[config.mk]
export PLATFORM = sky130hd
export DESIGN_NAME = esm_hazard_sequencer_flat
export DESIGN_NICKNAME = d
export VERILOG_FILES = /design/src/rtl/esm_hazard_sequencer_pkg.sv /design/src/rtl/esm_hazard_sequencer_if.sv /design/src/rtl/esm_instr_fifo.sv /design/src/rtl/esm_hazard_sequencer.sv /design/src/flat_wrapper.sv
export SDC_FILE = /design/constraint.sdc
export NUM_CORES = 1
export LEC_CHECK = 0
export ABC_AREA = 1
export CAP_MARGIN = 20
export CORE_MARGIN = 2
export CORE_UTILIZATION = 55
export CTS_CLUSTER_DIAMETER = 50
export DETAILED_ROUTE_END_ITERATION = 6
export PLACE_DENSITY = 0.8
export SLEW_MARGIN = 25
export SYNTH_ARGS = -nofsm -noshare
export SYNTH_HDL_FRONTEND = slang
export SYNTH_SLANG_ARGS = --single-unit
export TNS_END_PERCENT = 10
[constraint.sdc]
create_clock -name clk -period 6 [get_ports clk]
set_clock_uncertainty 0.2 [all_clocks]
set_input_delay 0.6 -clock clk [delete_from_list [all_inputs] [get_ports clk]]
set_output_delay 0.6 -clock clk [all_outputs]
set_load 0.05 [all_outputs]
[src/rtl/esm_hazard_sequencer_pkg.sv]
// Shared definitions for the ESM hazard sequencer: opcodes, bubble encoding,
// sequencer states, scoreboard entry layout and operand-usage decode helpers.
package esm_pkg;

  localparam logic [6:0] OP_R     = 7'b0110011;
  localparam logic [6:0] OP_IMM   = 7'b0010011;
  localparam logic [6:0] OP_LOAD  = 7'b0000011;
  localparam logic [6:0] OP_STORE = 7'b0100011;
  localparam logic [6:0] OP_LUI   = 7'b0110111;
  localparam logic [6:0] OP_AUIPC = 7'b0010111;
  localparam logic [6:0] OP_JAL   = 7'b1101111;

  localparam logic [31:0] NOP_INSTR = 32'h00000013;

  // FIFO payload: {instr[31:0], ALUSrc, RegWrite}
  localparam int FIFO_W = 34;

  typedef enum logic [1:0] {IDLE, ISSUE, STALL} esm_state_t;

  typedef struct packed {
    logic       v;
    logic [4:0] rd;
    logic       is_load;
  } sb_entry_t;

  function automatic logic uses_rs1(input logic [6:0] op);
    return !((op == OP_LUI) || (op == OP_AUIPC) || (op == OP_JAL));
  endfunction

  function automatic logic uses_rs2(input logic [6:0] op, input logic alusrc);
    return !alusrc || (op == OP_STORE);
  endfunction

endpackage

[src/rtl/esm_hazard_sequencer_if.sv]
// Instruction-in / issue-out bundle between the instruction source and the
// ESM hazard sequencer.
interface esm_hazard_sequencer_if;
  logic [31:0] Instr_in;
  logic        ALUSrc;
  logic        RegWrite;
  logic        in_valid;
  logic        in_ready;
  logic [31:0] Instr_out;
  logic        out_valid;
  logic        out_bubble;

  modport master (
    output Instr_in, ALUSrc, RegWrite, in_valid,
    input  in_ready, Instr_out, out_valid, out_bubble
  );

  modport slave (
    input  Instr_in, ALUSrc, RegWrite, in_valid,
    output in_ready, Instr_out, out_valid, out_bubble
  );
endinterface

[src/rtl/esm_instr_fifo.sv]
// Synchronous FIFO for instruction + sideband words; an occupancy counter
// separates full from empty so the pointers can wrap freely.
module esm_instr_fifo #(
  parameter int W     = 34,
  parameter int DEPTH = 4
) (
  input  logic         clk,
  input  logic         rst,
  input  logic         push,
  input  logic         pop,
  input  logic [W-1:0] wdata,
  output logic [W-1:0] rdata,
  output logic         full,
  output logic         empty
);
  localparam int AW = $clog2(DEPTH);

  logic [W-1:0]  mem_q [DEPTH];
  logic [AW-1:0] wr_ptr_q, wr_ptr_d;
  logic [AW-1:0] rd_ptr_q, rd_ptr_d;
  logic [AW:0]   count_q, count_d;
  logic          do_push, do_pop;

  assign full    = (count_q == (AW+1)'(DEPTH));
  assign empty   = (count_q == '0);
  assign do_push = push && !full;
  assign do_pop  = pop && !empty;
  assign rdata   = mem_q[rd_ptr_q];

  always_comb begin
    wr_ptr_d = wr_ptr_q;
    rd_ptr_d = rd_ptr_q;
    count_d  = count_q;
    if (do_push) wr_ptr_d = wr_ptr_q + 1'b1;
    if (do_pop)  rd_ptr_d = rd_ptr_q + 1'b1;
    case ({do_push, do_pop})
      2'b10:   count_d = count_q + 1'b1;
      2'b01:   count_d = count_q - 1'b1;
      default: count_d = count_q;
    endcase
  end

  always_ff @(posedge clk or posedge rst) begin
    if (rst) begin
      wr_ptr_q <= '0;
      rd_ptr_q <= '0;
      count_q  <= '0;
    end else begin
      wr_ptr_q <= wr_ptr_d;
      rd_ptr_q <= rd_ptr_d;
      count_q  <= count_d;
    end
  end

  // Storage carries data only; stale entries are never read past the count.
  always_ff @(posedge clk) begin
    if (do_push) mem_q[wr_ptr_q] <= wdata;
  end

endmodule

[src/rtl/esm_hazard_sequencer.sv]
// Buffered RV32 issue stage that inserts NOP bubbles on RAW hazards against the
// last HAZARD_DEPTH issued slots; ESM_FORWARDING_EN restricts stalls to load-use.
module esm_hazard_sequencer #(
  parameter int HAZARD_DEPTH = 2,
  parameter int FIFO_DEPTH   = 4
) (
  input logic                  clk,
  input logic                  rst,
  esm_hazard_sequencer_if.slave bus
);
  import esm_pkg::*;

  logic [FIFO_W-1:0] head;
  logic              fifo_full, fifo_empty;
  logic [31:0]       head_instr;
  logic              head_alusrc, head_regwrite;
  logic [6:0]        opcode;
  logic [4:0]        rd, rs1, rs2;
  logic              use_rs1, use_rs2, hazard, issue;

  esm_state_t  state_q, state_d;
  logic [31:0] instr_out_q, instr_out_d;
  sb_entry_t   sb_q [HAZARD_DEPTH];
  sb_entry_t   sb_d [HAZARD_DEPTH];

  esm_instr_fifo #(
    .W     (FIFO_W),
    .DEPTH (FIFO_DEPTH)
  ) u_fifo (
    .clk   (clk),
    .rst   (rst),
    .push  (bus.in_valid),
    .pop   (issue),
    .wdata ({bus.Instr_in, bus.ALUSrc, bus.RegWrite}),
    .rdata (head),
    .full  (fifo_full),
    .empty (fifo_empty)
  );

  assign {head_instr, head_alusrc, head_regwrite} = head;
  assign opcode  = head_instr[6:0];
  assign rd      = head_instr[11:7];
  assign rs1     = head_instr[19:15];
  assign rs2     = head_instr[24:20];
  assign use_rs1 = uses_rs1(opcode);
  assign use_rs2 = uses_rs2(opcode, head_alusrc);

  // The head's own rd is never compared, so self-dependence cannot stall.
  always_comb begin
    hazard = 1'b0;
`ifdef ESM_FORWARDING_EN
    if (sb_q[0].v && sb_q[0].is_load &&
        ((use_rs1 && (rs1 != 5'd0) && (rs1 == sb_q[0].rd)) ||
         (use_rs2 && (rs2 != 5'd0) && (rs2 == sb_q[0].rd))))
      hazard = 1'b1;
`else
    for (int i = 0; i < HAZARD_DEPTH; i++) begin
      if (sb_q[i].v &&
          ((use_rs1 && (rs1 != 5'd0) && (rs1 == sb_q[i].rd)) ||
           (use_rs2 && (rs2 != 5'd0) && (rs2 == sb_q[i].rd))))
        hazard = 1'b1;
    end
`endif
  end

  always_comb begin
    state_d     = IDLE;
    instr_out_d = NOP_INSTR;
    if (!fifo_empty) begin
      if (hazard) begin
        state_d = STALL;
      end else begin
        state_d     = ISSUE;
        instr_out_d = head_instr;
      end
    end
  end

  assign issue = (state_d == ISSUE);

  // Scoreboard shifts every cycle; bubbles and idle slots enter as invalid.
  always_comb begin
    sb_d[0] = '0;
    if (issue) begin
      sb_d[0].v       = head_regwrite && (rd != 5'd0);
      sb_d[0].rd      = rd;
      sb_d[0].is_load = (opcode == OP_LOAD);
    end
    for (int i = 1; i < HAZARD_DEPTH; i++) sb_d[i] = sb_q[i-1];
  end

  always_ff @(posedge clk or posedge rst) begin
    if (rst) begin
      state_q     <= IDLE;
      instr_out_q <= NOP_INSTR;
      for (int i = 0; i < HAZARD_DEPTH; i++) sb_q[i] <= '0;
    end else begin
      state_q     <= state_d;
      instr_out_q <= instr_out_d;
      for (int i = 0; i < HAZARD_DEPTH; i++) sb_q[i] <= sb_d[i];
    end
  end

  assign bus.in_ready   = !fifo_full;
  assign bus.Instr_out  = instr_out_q;
  assign bus.out_valid  = (state_q != IDLE);
  assign bus.out_bubble = (state_q == STALL);

endmodule

[src/flat_wrapper.sv]
// flat-port wrapper written by rule: the top's interface ports become plain ports
module esm_hazard_sequencer_flat import esm_pkg::*;
#(
  parameter int HAZARD_DEPTH = 2,
  parameter int FIFO_DEPTH   = 4
)
  (clk, rst, bus_Instr_in, bus_ALUSrc, bus_RegWrite, bus_in_valid, bus_in_ready, bus_Instr_out, bus_out_valid, bus_out_bubble);
  esm_hazard_sequencer_if bus_i ();
  input logic clk;
  input logic rst;
  input wire logic [$bits(bus_i.Instr_in)-1:0] bus_Instr_in;
  input wire logic [$bits(bus_i.ALUSrc)-1:0] bus_ALUSrc;
  input wire logic [$bits(bus_i.RegWrite)-1:0] bus_RegWrite;
  input wire logic [$bits(bus_i.in_valid)-1:0] bus_in_valid;
  output wire logic [$bits(bus_i.in_ready)-1:0] bus_in_ready;
  output wire logic [$bits(bus_i.Instr_out)-1:0] bus_Instr_out;
  output wire logic [$bits(bus_i.out_valid)-1:0] bus_out_valid;
  output wire logic [$bits(bus_i.out_bubble)-1:0] bus_out_bubble;
  assign bus_i.Instr_in = bus_Instr_in;
  assign bus_i.ALUSrc = bus_ALUSrc;
  assign bus_i.RegWrite = bus_RegWrite;
  assign bus_i.in_valid = bus_in_valid;
  assign bus_in_ready = bus_i.in_ready;
  assign bus_Instr_out = bus_i.Instr_out;
  assign bus_out_valid = bus_i.out_valid;
  assign bus_out_bubble = bus_i.out_bubble;
  esm_hazard_sequencer #(.HAZARD_DEPTH(HAZARD_DEPTH), .FIFO_DEPTH(FIFO_DEPTH)) u_core (.clk(clk), .rst(rst), .bus(bus_i));
endmodule
Word level (Yosys, flattened, before mapping)
Memory sizes are Yosys's and may differ from the RTL's.
Cells that the tools add are included.
{ "classes": {"n_addsub": 4, "mul": 0, "n_div": 0, "n_lt_le_gt_ge": 0, "n_eq_ne": 14, "n_shift": 0, "muxes": 10, "bitwise": 0, "reduce_logical": 26} }
{ "op_table": {"columns": ["op", "n"], "rows": [
  ["two-way mux 32 bit", 2],
  ["equality test 5 bit", 4],
  ["nonzero test 5 bit", 3],
  ["equality test 7 x 6 -> 1 bit, second input constant", 2],
  ["logical AND 1 bit", 11],
  ["equality test 7 x 2 -> 1 bit, second input constant", 1],
  ["equality test 7 x 5 -> 1 bit, second input constant", 1],
  ["equality test 7 bit, second input constant", 1],
  ["two-way mux 7 bit", 1],
  ["case mux 3 bit (2 select lines)", 1],
  ["logical OR 1 bit", 5],
  ["adder 2 x 1 -> 2 bit, second input constant", 2],
  ["equality test 2 x 1 -> 1 bit, second input constant", 2],
  ["equality test 2 bit, second input constant", 2],
  ["logical NOT 1 bit", 4],
  ["two-way mux 1 bit", 4],
  ["two-way mux 2 bit", 2],
  ["nonzero test 2 bit", 2],
  ["adder 3 x 1 -> 3 bit, second input constant", 1],
  ["equality test 3 bit, second input constant", 1],
  ["logical NOT 3 bit", 1],
  ["subtractor 3 x 1 -> 3 bit, second input constant", 1]
]} }
{ "totals": {"reg_bits": 53, "latch_bits": 0, "ram_bits": 136, "romBits": 0, "inputBits": 37, "out_inout_bits": 35, "wordCells": 64, "memories": 1} }
{ "mem_list": {"columns": ["memory", "depth", "width", "read_ports", "rd_ports_with_merged_regs", "write_ports", "line", "rtl"], "rows": [
  ["u_core.u_fifo.mem_q", 4, 34, 1, 0, 1, "esm_instr_fifo.sv:18", "logic [W-1:0] mem_q [DEPTH];"]
]} }

Depth between registers and ports, before layout
Gate-level depths: netlist of the first run.
An unclocked memory read counts as a cell.
{ "logic_depth": {"depth_word": 17, "mapped_depth": 24} }

By module
Synthesis of the first run repeated with hierarchy kept, for this count alone.
{ "hier_totals": {"cells_unflattened": 690, "area_unflattened_um2": 7873.8} }
{ "by_module_without_submodules": {"columns": ["module", "n_inst", "cells_per_inst", "area_per_inst_um2", "seq_area_each_um2"], "rows": [
  ["esm_instr_fifo", 1, 459, 5919.4, 4259.1],
  ["esm_hazard_sequencer", 1, 231, 1954.4, 1154.9]
]} }

Worst setup path after synthesis of the first run
No wires, ideal clock.
{ "synth_timing": {"path_kind": "register to register", "startpoint": "reg u_core.u_fifo.count_q[0]", "endpoint": "mem u_core.u_fifo.mem_q[0][0] (enable)", "setup_time_ns": 0.425, "t_arrival_ns": 2.574, "required_ns": 5.375, "setup_slack_ns": 2.800, "path_stages_with_launch": 5, "path_buffers": 0, "synth_period_minus_slack_ns": 3.200, "cell_sequence": "dfrtp_1 nor2_1 nand2_1 nand2_1 nor2_1"} }
{ "synth_between": {"elab_chain_cells": 5} }
{ "synth_rtl": {"columns": ["item", "line", "rtl"], "rows": [
  ["from (decl)", "esm_instr_fifo.sv:21", "logic [AW:0] count_q, count_d;"],
  ["from (signal assigned)", "esm_instr_fifo.sv:51", "count_q <= count_d;"],
  ["equality test 3 bit", "esm_instr_fifo.sv:24", "assign full = (count_q == (AW+1)'(DEPTH));"],
  ["logical NOT 1 bit", null, null],
  ["net bus_in_ready", "flat_wrapper.sv:15", "output wire logic [$bits(bus_i.in_ready)-1:0] bus_in_ready;"],
  ["logical AND 1 bit", "esm_instr_fifo.sv:26", "assign do_push = push && !full;"],
  ["two-way mux 1 bit", "esm_instr_fifo.sv:57", "if (do_push) mem_q[wr_ptr_q] <= wdata;"],
  ["two-way mux 1 bit (not written as such)", "esm_instr_fifo.sv:57", null],
  ["to (decl)", "esm_instr_fifo.sv:18", null]
]} }
The timed path passes the listed nets, and every way through them passes these cells.

Worst setup path after layout of the first run
{ "layout_timing": {"startpoint": "reg u_core.u_fifo.rd_ptr_q[1]", "endpoint": "reg u_core.u_fifo.count_q[2]"} }
{ "layout_between": {"elab_chain_cells": 17, "elab_cells_between_ends": 36, "cone_classes": "eq/ne (11); mux (5); reduce/logical (19); memory (1)"} }
{ "layout_rtl": {"columns": ["item", "line", "rtl"], "rows": [
  ["from (decl)", "esm_instr_fifo.sv:20", "logic [AW-1:0] rd_ptr_q, rd_ptr_d;"],
  ["from (signal assigned)", "esm_instr_fifo.sv:50", "rd_ptr_q <= rd_ptr_d;"],
  ["memory (4 x 34 bit) (*)", null, null],
  ["equality test 7 x 6 -> 1 bit or equality test 7 x 5 -> 1 bit (tied branches)", "esm_hazard_sequencer_pkg.sv:27", "return !((op == OP_LUI) || (op == OP_AUIPC) || (op == OP_JAL));"],
  ["logical OR 1 bit (2 in a row)", "esm_hazard_sequencer_pkg.sv:27", null],
  ["logical NOT 1 bit", "esm_hazard_sequencer_pkg.sv:27", null],
  ["logical AND 1 bit (2 in a row)", "esm_hazard_sequencer.sv:59", "((use_rs1 && (rs1 != 5'd0) && (rs1 == sb_q[i].rd)) ||"],
  ["logical OR 1 bit", "esm_hazard_sequencer.sv:59", null],
  ["logical AND 1 bit", "esm_hazard_sequencer.sv:58", "if (sb_q[i].v &&"],
  ["two-way mux 1 bit", "esm_hazard_sequencer.sv:58", null],
  ["two-way mux 1 bit (*)", "esm_hazard_sequencer.sv:58", null],
  ["two-way mux 2 bit (*)", "esm_hazard_sequencer.sv:70", "if (hazard) begin"],
  ["two-way mux 2 bit (*)", "esm_hazard_sequencer.sv:69", "if (!fifo_empty) begin"],
  ["equality test 2 x 1 -> 1 bit (*)", "esm_hazard_sequencer.sv:79", "assign issue = (state_d == ISSUE);"],
  ["logical AND 1 bit (*)", "esm_instr_fifo.sv:27", "assign do_pop = pop && !empty;"],
  ["equality test 2 x 1 -> 1 bit or equality test 2 bit (tied branches)", "esm_instr_fifo.sv:36", "case ({do_push, do_pop})"],
  ["case mux 3 bit (2 select lines) or nonzero test 2 bit (tied branches)", null, null]
]} }
Mark *: on every way between the ends. The rest lies on a longest branch, timed or not.
A chain may end at the register's enable or synchronous reset.

==> flow_summary.json, run 1 <==
{
  "rows": 42,
  "outcome": "completed",
  "numCtsBuffers": 17,
  "syn_nets": 670,
  "syn_to_final_growth_pct": 20.4,
  "detail_route.vias_per_cell": 5.48,
  "combPwrFrac_pct": 41.7,
  "syn_inst": 627,
  "path_class": "register to register",
  "syn_area_um2": 7490,
  "path_common_cell": "nand2_1",
  "coreArea_um2": 13300,
  "grt_pass1_wl_mm": 24.0,
  "wl_mm": 15.1,
  "drt-pass1-iter-count": 5,
  "synth_edf_count": 136,
  "clkSinkCount": 189,
  "die-area_um2": 14600,
  "period_share_pct": 70.3,
  "critPathMaxStageDelay_ps": 870,
  "worst_path_max_delay_cell": "inv_2",
  "ys.flop_type": "edfxtp_1",
  "die_w_um": 121,
  "ys_seq_area_share_pct": 72.3,
  "dp_hpwl_mm": 9.24,
  "antenna_found_initial": 0,
  "min_period_ps": 4220,
  "post_cts_resized": 0,
  "ys_warn_count": 0,
  "final_core_util_pct": 67.9,
  "start_util_pct": 56.3,
  "cts_setup_buffers": 0,
  "detail-route-antenna-nets": 0,
  "max-vdd-ir-drop_v": 0.000277,
  "seqPwrFrac_pct": 37.1,
  "drt_iter0_drc": 455,
  "insertion_delay_ps": 430,
  "internal_power_mw": 3.16,
  "worst_slew_pin_slew_ps": 936,
  "end_kind": "register",
  "wl_per_cell_um": 17.0,
  "grt_pass1_vias": 4905,
  "cp_cell_sequence": "inv_2 > nand3_1 > nand2_1 > or2_2 > nand4_1 > nor2_1 > nand2_1 > nand2_1 > nand2_2 > nand3_2 > inv_2 > ha_1 > fa_1 > a21oi_1 > o21ai_0 > xnor2_1",
  "vias": 4864,
  "critical_path.max_fanout": 50,
  "nNetsFinal": 741,
  "grt_use_total_pct": 21.9,
  "die_h_um": 121,
  "postSynth.asyncResetShare_pct": 28.0,
  "io_buffer_count": 71,
  "switching_share_pct": 40.6,
  "synth_cell_types": 30,
  "switchingPower_mw": 2.17,
  "diodes": 0,
  "io_pins": 72,
  "start_kind": "register",
  "tns_ps": 0,
  "cts_root_buf": "clkbuf_16",
  "maxSlewViolCount": 0,
  "htree_levels": 4,
  "max_cap_violations": 0,
  "grt_max_degree": 71,
  "drc": 0,
  "hold_viol_final": 0,
  "critical_path_arrival_ps": 4330,
  "place.gp.congestion": 0.892,
  "slew_headroom_pct": 37.5,
  "power_density_nw_per_um2": 591,
  "rsz0062_at_grt": "no",
  "clkTransAtPathRegs_ps": 70,
  "ys_ff_latch": 189,
  "hold_buffers": 0,
  "cp_data_required_time_ps": 6110,
  "max_freq_ghz": 0.237,
  "grt_overflow": 0,
  "drive_gt1_share_pct": 9.70,
  "setup_viol": 0,
  "p_leak_nw": 3.57,
  "hold_class": "register to register",
  "cts_max_path_buffers": 2,
  "clkPwrFrac_pct": 21.2,
  "cts_tree": "yes",
  "rrSetupSlack_ps": 1780,
  "synth_area_per_cell_um2": 11.9
}
-- final timing paths --
check                                                   endpoint                                   from  cells after the start
setup / recovery            u_core.u_fifo.count_q[2]$_DFFE_PP0P_  u_core.u_fifo.rd_ptr_q[1]$_DFFE_PP0N_                     16
hold / removal                          u_core.sb_q[6]$_DFF_PP0_               u_core.sb_d[6]$_DFF_PP0_                      0
setup reg to reg            u_core.u_fifo.count_q[2]$_DFFE_PP0P_  u_core.u_fifo.rd_ptr_q[1]$_DFFE_PP0N_                     16
hold reg to reg                         u_core.sb_q[6]$_DFF_PP0_               u_core.sb_d[6]$_DFF_PP0_                      0
max in group asynchronous  u_core.u_fifo.rd_ptr_q[0]$_DFFE_PP0N_                                    rst                      3
min in group asynchronous      u_core.bus.Instr_out[6]$_DFF_PP0_                                    rst                      3
-- worst max-delay path, delay by kind of cell (launching register included) --
kind            cells  cell delay [ps]
flops               1              720
simple gates        9             1160
fa+ha+maj           2              670
compound gates      2              280
xor+xnor            1              140
buf+inv             2              910
-- logic make-up after synthesis --
family	share of synthesized area [%]
AOI/OAI and AO/OA	3.84
xor gates and xnor gates	0.935
adders and majority gates	1.10
buffers and inverters	4.23
DFF	72.3
muxes	0.150
and+or+nand+nor	17.5
-- through the flow --
| stage | setup WS (ps) | hold WS [ps] | area [µm²] | cells | total power, mW |
|---|---|---|---|---|---|
| floorplan | 2800 | 172 | 7490 | 627 | 3.56 |
| global placement | 1960 | 215 | 8320 | 851 | 4.10 |
| global route | 1380 | 239 | 9020 | 887 | 5.61 |
| detailed placement | 1820 | 213 | 8400 | 855 | 4.19 |
| finish | 1780 | 237 | 9020 | 887 | 5.33 |
| CTS | 1800 | 231 | 9020 | 887 | 5.33 |
-- state kept, by name, indices dropped and copies added, names as in the netlist --
name	flops
u_core.bus.Instr_out	32
u_core.u_fifo.rd_ptr_q	2
u_core.state_q	2
u_core.sb_q	6
u_core.u_fifo.wr_ptr_q	2
u_core.sb_d	6
u_core.u_fifo.mem_q	136
u_core.u_fifo.count_q	3
-- area by class of cell --
cell class	instances	area, µm²
well taps	176	220
repair buffers	78	813
multi-input cells	369	1790
clock buffers	24	557
flip-flops and latches	189	5420
fillers	862	4270
clock inverters	8	62.6
inverters	43	164
-- placed cells by master (no fill, tap or decap), types with 2 or more instances in the layout --
cell type and count:
o21ai_0 6, inv_2 4, xor2_1 6, nand2_2 4
nand4_1 5, clkbuf_8 2, a32o_1 15, clkbuf_16 21
nand2_1 185, ha_1 5, o22ai_1 2, inv_6 4
dfrtp_1 49, nand3_1 56, nor2_4 4, nor2_1 43
xnor2_1 2, buf_4 3, a21oi_1 19, clkdlybuf4s50_1 71
nor2_2 9, inv_1 38, inv_4 2, edfxtp_1 136
buf_12 4, or2_2 2, dfstp_2 3, nand3_2 2
-- power by group through the flow --
stage          Combinational [mW]  Clock [mW]  Sequential, mW
2_1_floorplan                1.22           0            2.34
3_3_place_gp                 2.11           0            1.99
3_5_place_dp                 2.19           0            2.00
4_1_cts                      2.22        1.13            1.98
5_1_grt                      2.42        1.19            2.01
6_report                     2.22        1.13            1.98
-- cell usage after synthesis (6+ instances only) --
| cell type | number | area [µm²] |
|---|---|---|
| a21oi_1 | 19 | 95.1 |
| a32o_1 | 15 | 150 |
| buf_2 | 11 | 55.1 |
| clkbuf_1 | 7 | 26.3 |
| dfrtp_1 | 50 | 1250 |
| edfxtp_1 | 136 | 4080 |
| inv_1 | 39 | 146 |
| nand2_1 | 185 | 694 |
| nand3_1 | 56 | 280 |
| nor2_1 | 47 | 176 |
| nor2_2 | 9 | 56.3 |
| o21ai_0 | 6 | 30.0 |
| xor2_1 | 6 | 52.6 |
-- layer usage --
layer	global-route usage [%]	part of all wire, %	up-vias
li1	-	-	2260
met1	27.4	40	2355
met2	36.1	51	200
met3	3.58	5.4	49
met4	13.1	4.0	0
met5	0	0	-
(Power assumes the default switching activity.)
==> run 2: changes to the inputs <==
clock period = 4.4 ns   (was 6 ns; I/O delays follow)
==> run 2 against run 1 <==
Via count fell by 2.1%. Largest cell class unchanged. Clock-buffer cell count decreased by 5. Sequential power grew 34%. Die area unchanged.
==> flow_summary.json, run 2 (synthesis results as in run 1) <==
{
  "drt_iter0_drc": 418,
  "die_w_um": 121,
  "layout_commonest_cell": "nand2_1",
  "power_density_nw_per_um2": 799,
  "tns_ps": 0,
  "syn_to_final_growth_pct": 19.9,
  "io_pins": 72,
  "detail-route-antenna-nets": 0,
  "setup_viol": 0,
  "insertion_delay_ps": 440,
  "vias": 4762,
  "clkTransAtPathRegs_ps": 70,
  "rsz0062_at_grt": "no",
  "diodes": 0,
  "antenna_found_initial": 0,
  "coreArea_um2": 13300,
  "grt_max_degree": 71,
  "setup_ws_ps": 855,
  "critical_path_arrival_ps": 3660,
  "start_util_pct": 56.3,
  "slew_headroom_pct": 50.6,
  "drt-pass1-iter-count": 5,
  "period_share_pct": 80.6,
  "hold_viol_final": 0,
  "critical_path.max_fanout": 31,
  "wl_mm": 15.1,
  "max_freq_ghz": 0.282,
  "wl_per_cell_um": 16.9,
  "start_kind": "register",
  "io_buffer_count": 71,
  "worst_slew_pin_slew_ps": 741,
  "detail_route.vias_per_cell": 5.36,
  "maxSlewViolCount": 0,
  "grt_pass1_vias": 4739,
  "min_period_ps": 3550,
  "drc": 0,
  "max-vdd-ir-drop_v": 0.000374,
  "max_cap_violations": 0,
  "hold_class": "primary input to asynchronous set/reset pin",
  "outcome": "completed",
  "dp_hpwl_mm": 9.47,
  "cts_setup_buffers": 0,
  "path_class": "register to register",
  "fin_hold_ws_ps": 210,
  "mostFrequentLayoutCells": "nand2_1, edfxtp_1, clkdlybuf4s50_1",
  "cts_max_path_buffers": 2,
  "largest_reg_flops": 136,
  "hold_buffers": 0,
  "grt_use_total_pct": 22.1,
  "rows": 42,
  "grt_overflow": 0,
  "regMostFlops": "u_core.u_fifo.mem_q",
  "grt_pass1_wl_mm": 23.9,
  "end_kind": "register",
  "final_core_util_pct": 67.6,
  "dp_slack_ps": 913,
  "p_leak_nw": 3.56,
  "die-area_um2": 14600,
  "place.gp.congestion": 0.926,
  "htree_levels": 4,
  "clkSinkCount": 189,
  "numCtsBuffers": 17,
  "die_h_um": 121,
  "post_cts_resized": 0,
  "cts_root_buf": "clkbuf_16",
  "cp_data_required_time_ps": 4520,
  "cts_tree": "yes",
  "drive_gt1_share_pct": 9.96,
  "nNetsFinal": 743
}
-- run 2: cell types whose count changed in the layout (fill, tap and decap cells not counted) --
cell       delta
clkinv_8      +2
clkbuf_16     -3
inv_8         +1
clkbuf_8      -2
buf_12        -1
clkinv_4      +2
buf_4         +3
-- run 2: per-layer routing --
metal	global-route usage, %	up-vias	wire [µm]
li1	-	2273	-
met1	28.3	2298	6230
met2	36.4	169	7760
met3	4.91	22	797
met4	9.81	0	258
met5	0	-	0
-- run 2: worst paths after layout --
path                                                  startpoint                                     to  slack, ps  depth (start not counted)
hold / removal                                               rst     u_core.bus.Instr_out[12]$_DFF_PP0_        210                          2
setup / recovery           u_core.u_fifo.rd_ptr_q[1]$_DFFE_PP0N_   u_core.u_fifo.count_q[2]$_DFFE_PP0P_        850                         17
hold reg to reg                         u_core.sb_d[6]$_DFF_PP0_               u_core.sb_q[6]$_DFF_PP0_        230                          0
max in group asynchronous                                    rst  u_core.u_fifo.rd_ptr_q[0]$_DFFE_PP0N_       2970                          3
setup reg to reg           u_core.u_fifo.rd_ptr_q[1]$_DFFE_PP0N_   u_core.u_fifo.count_q[2]$_DFFE_PP0P_        850                         17
min in group clk                        u_core.sb_d[6]$_DFF_PP0_               u_core.sb_q[6]$_DFF_PP0_        230                          0
-- run 2: final cells by class --
type,instances,area (µm²)
inverter,43,164
clock inverter,13,124
fill,941,4310
timing repair buffer,80,816
tap,176,220
clock buffer,19,454
multi-input combinational,369,1790
sequential,189,5420
-- run 2: where the power goes --
part           switching [mW]  total, mW  internal (mW)
clock                   0.673       1.45          0.778
combinational            2.11       3.07          0.957
sequential              0.197       2.66           2.47
total                    2.98       7.18           4.20
-- run 2: critical path, cell delays in order (launching register included) --
cell	delay, ps
dfrtp_1	390
inv_2	490
nand3_1	280
nand2_1	280
nand2_1	90
nand2_1	100
nand3_1	90
nor2_1	110
nand3_1	70
nand2_1	80
nand2_2	70
nand3_2	80
inv_2	40
ha_1	230
fa_1	430
a21oi_1	140
o21ai_0	110
xnor2_1	140
-- run 2: stage by stage --
step,std cells,instance area [µm²],total power [mW]
after floorplan,627,7490,4.85
after global placement,854,8350,5.62
after detailed placement,857,8410,5.75
after CTS,889,8980,7.21
after global routing,889,8980,7.58
final,889,8980,7.18
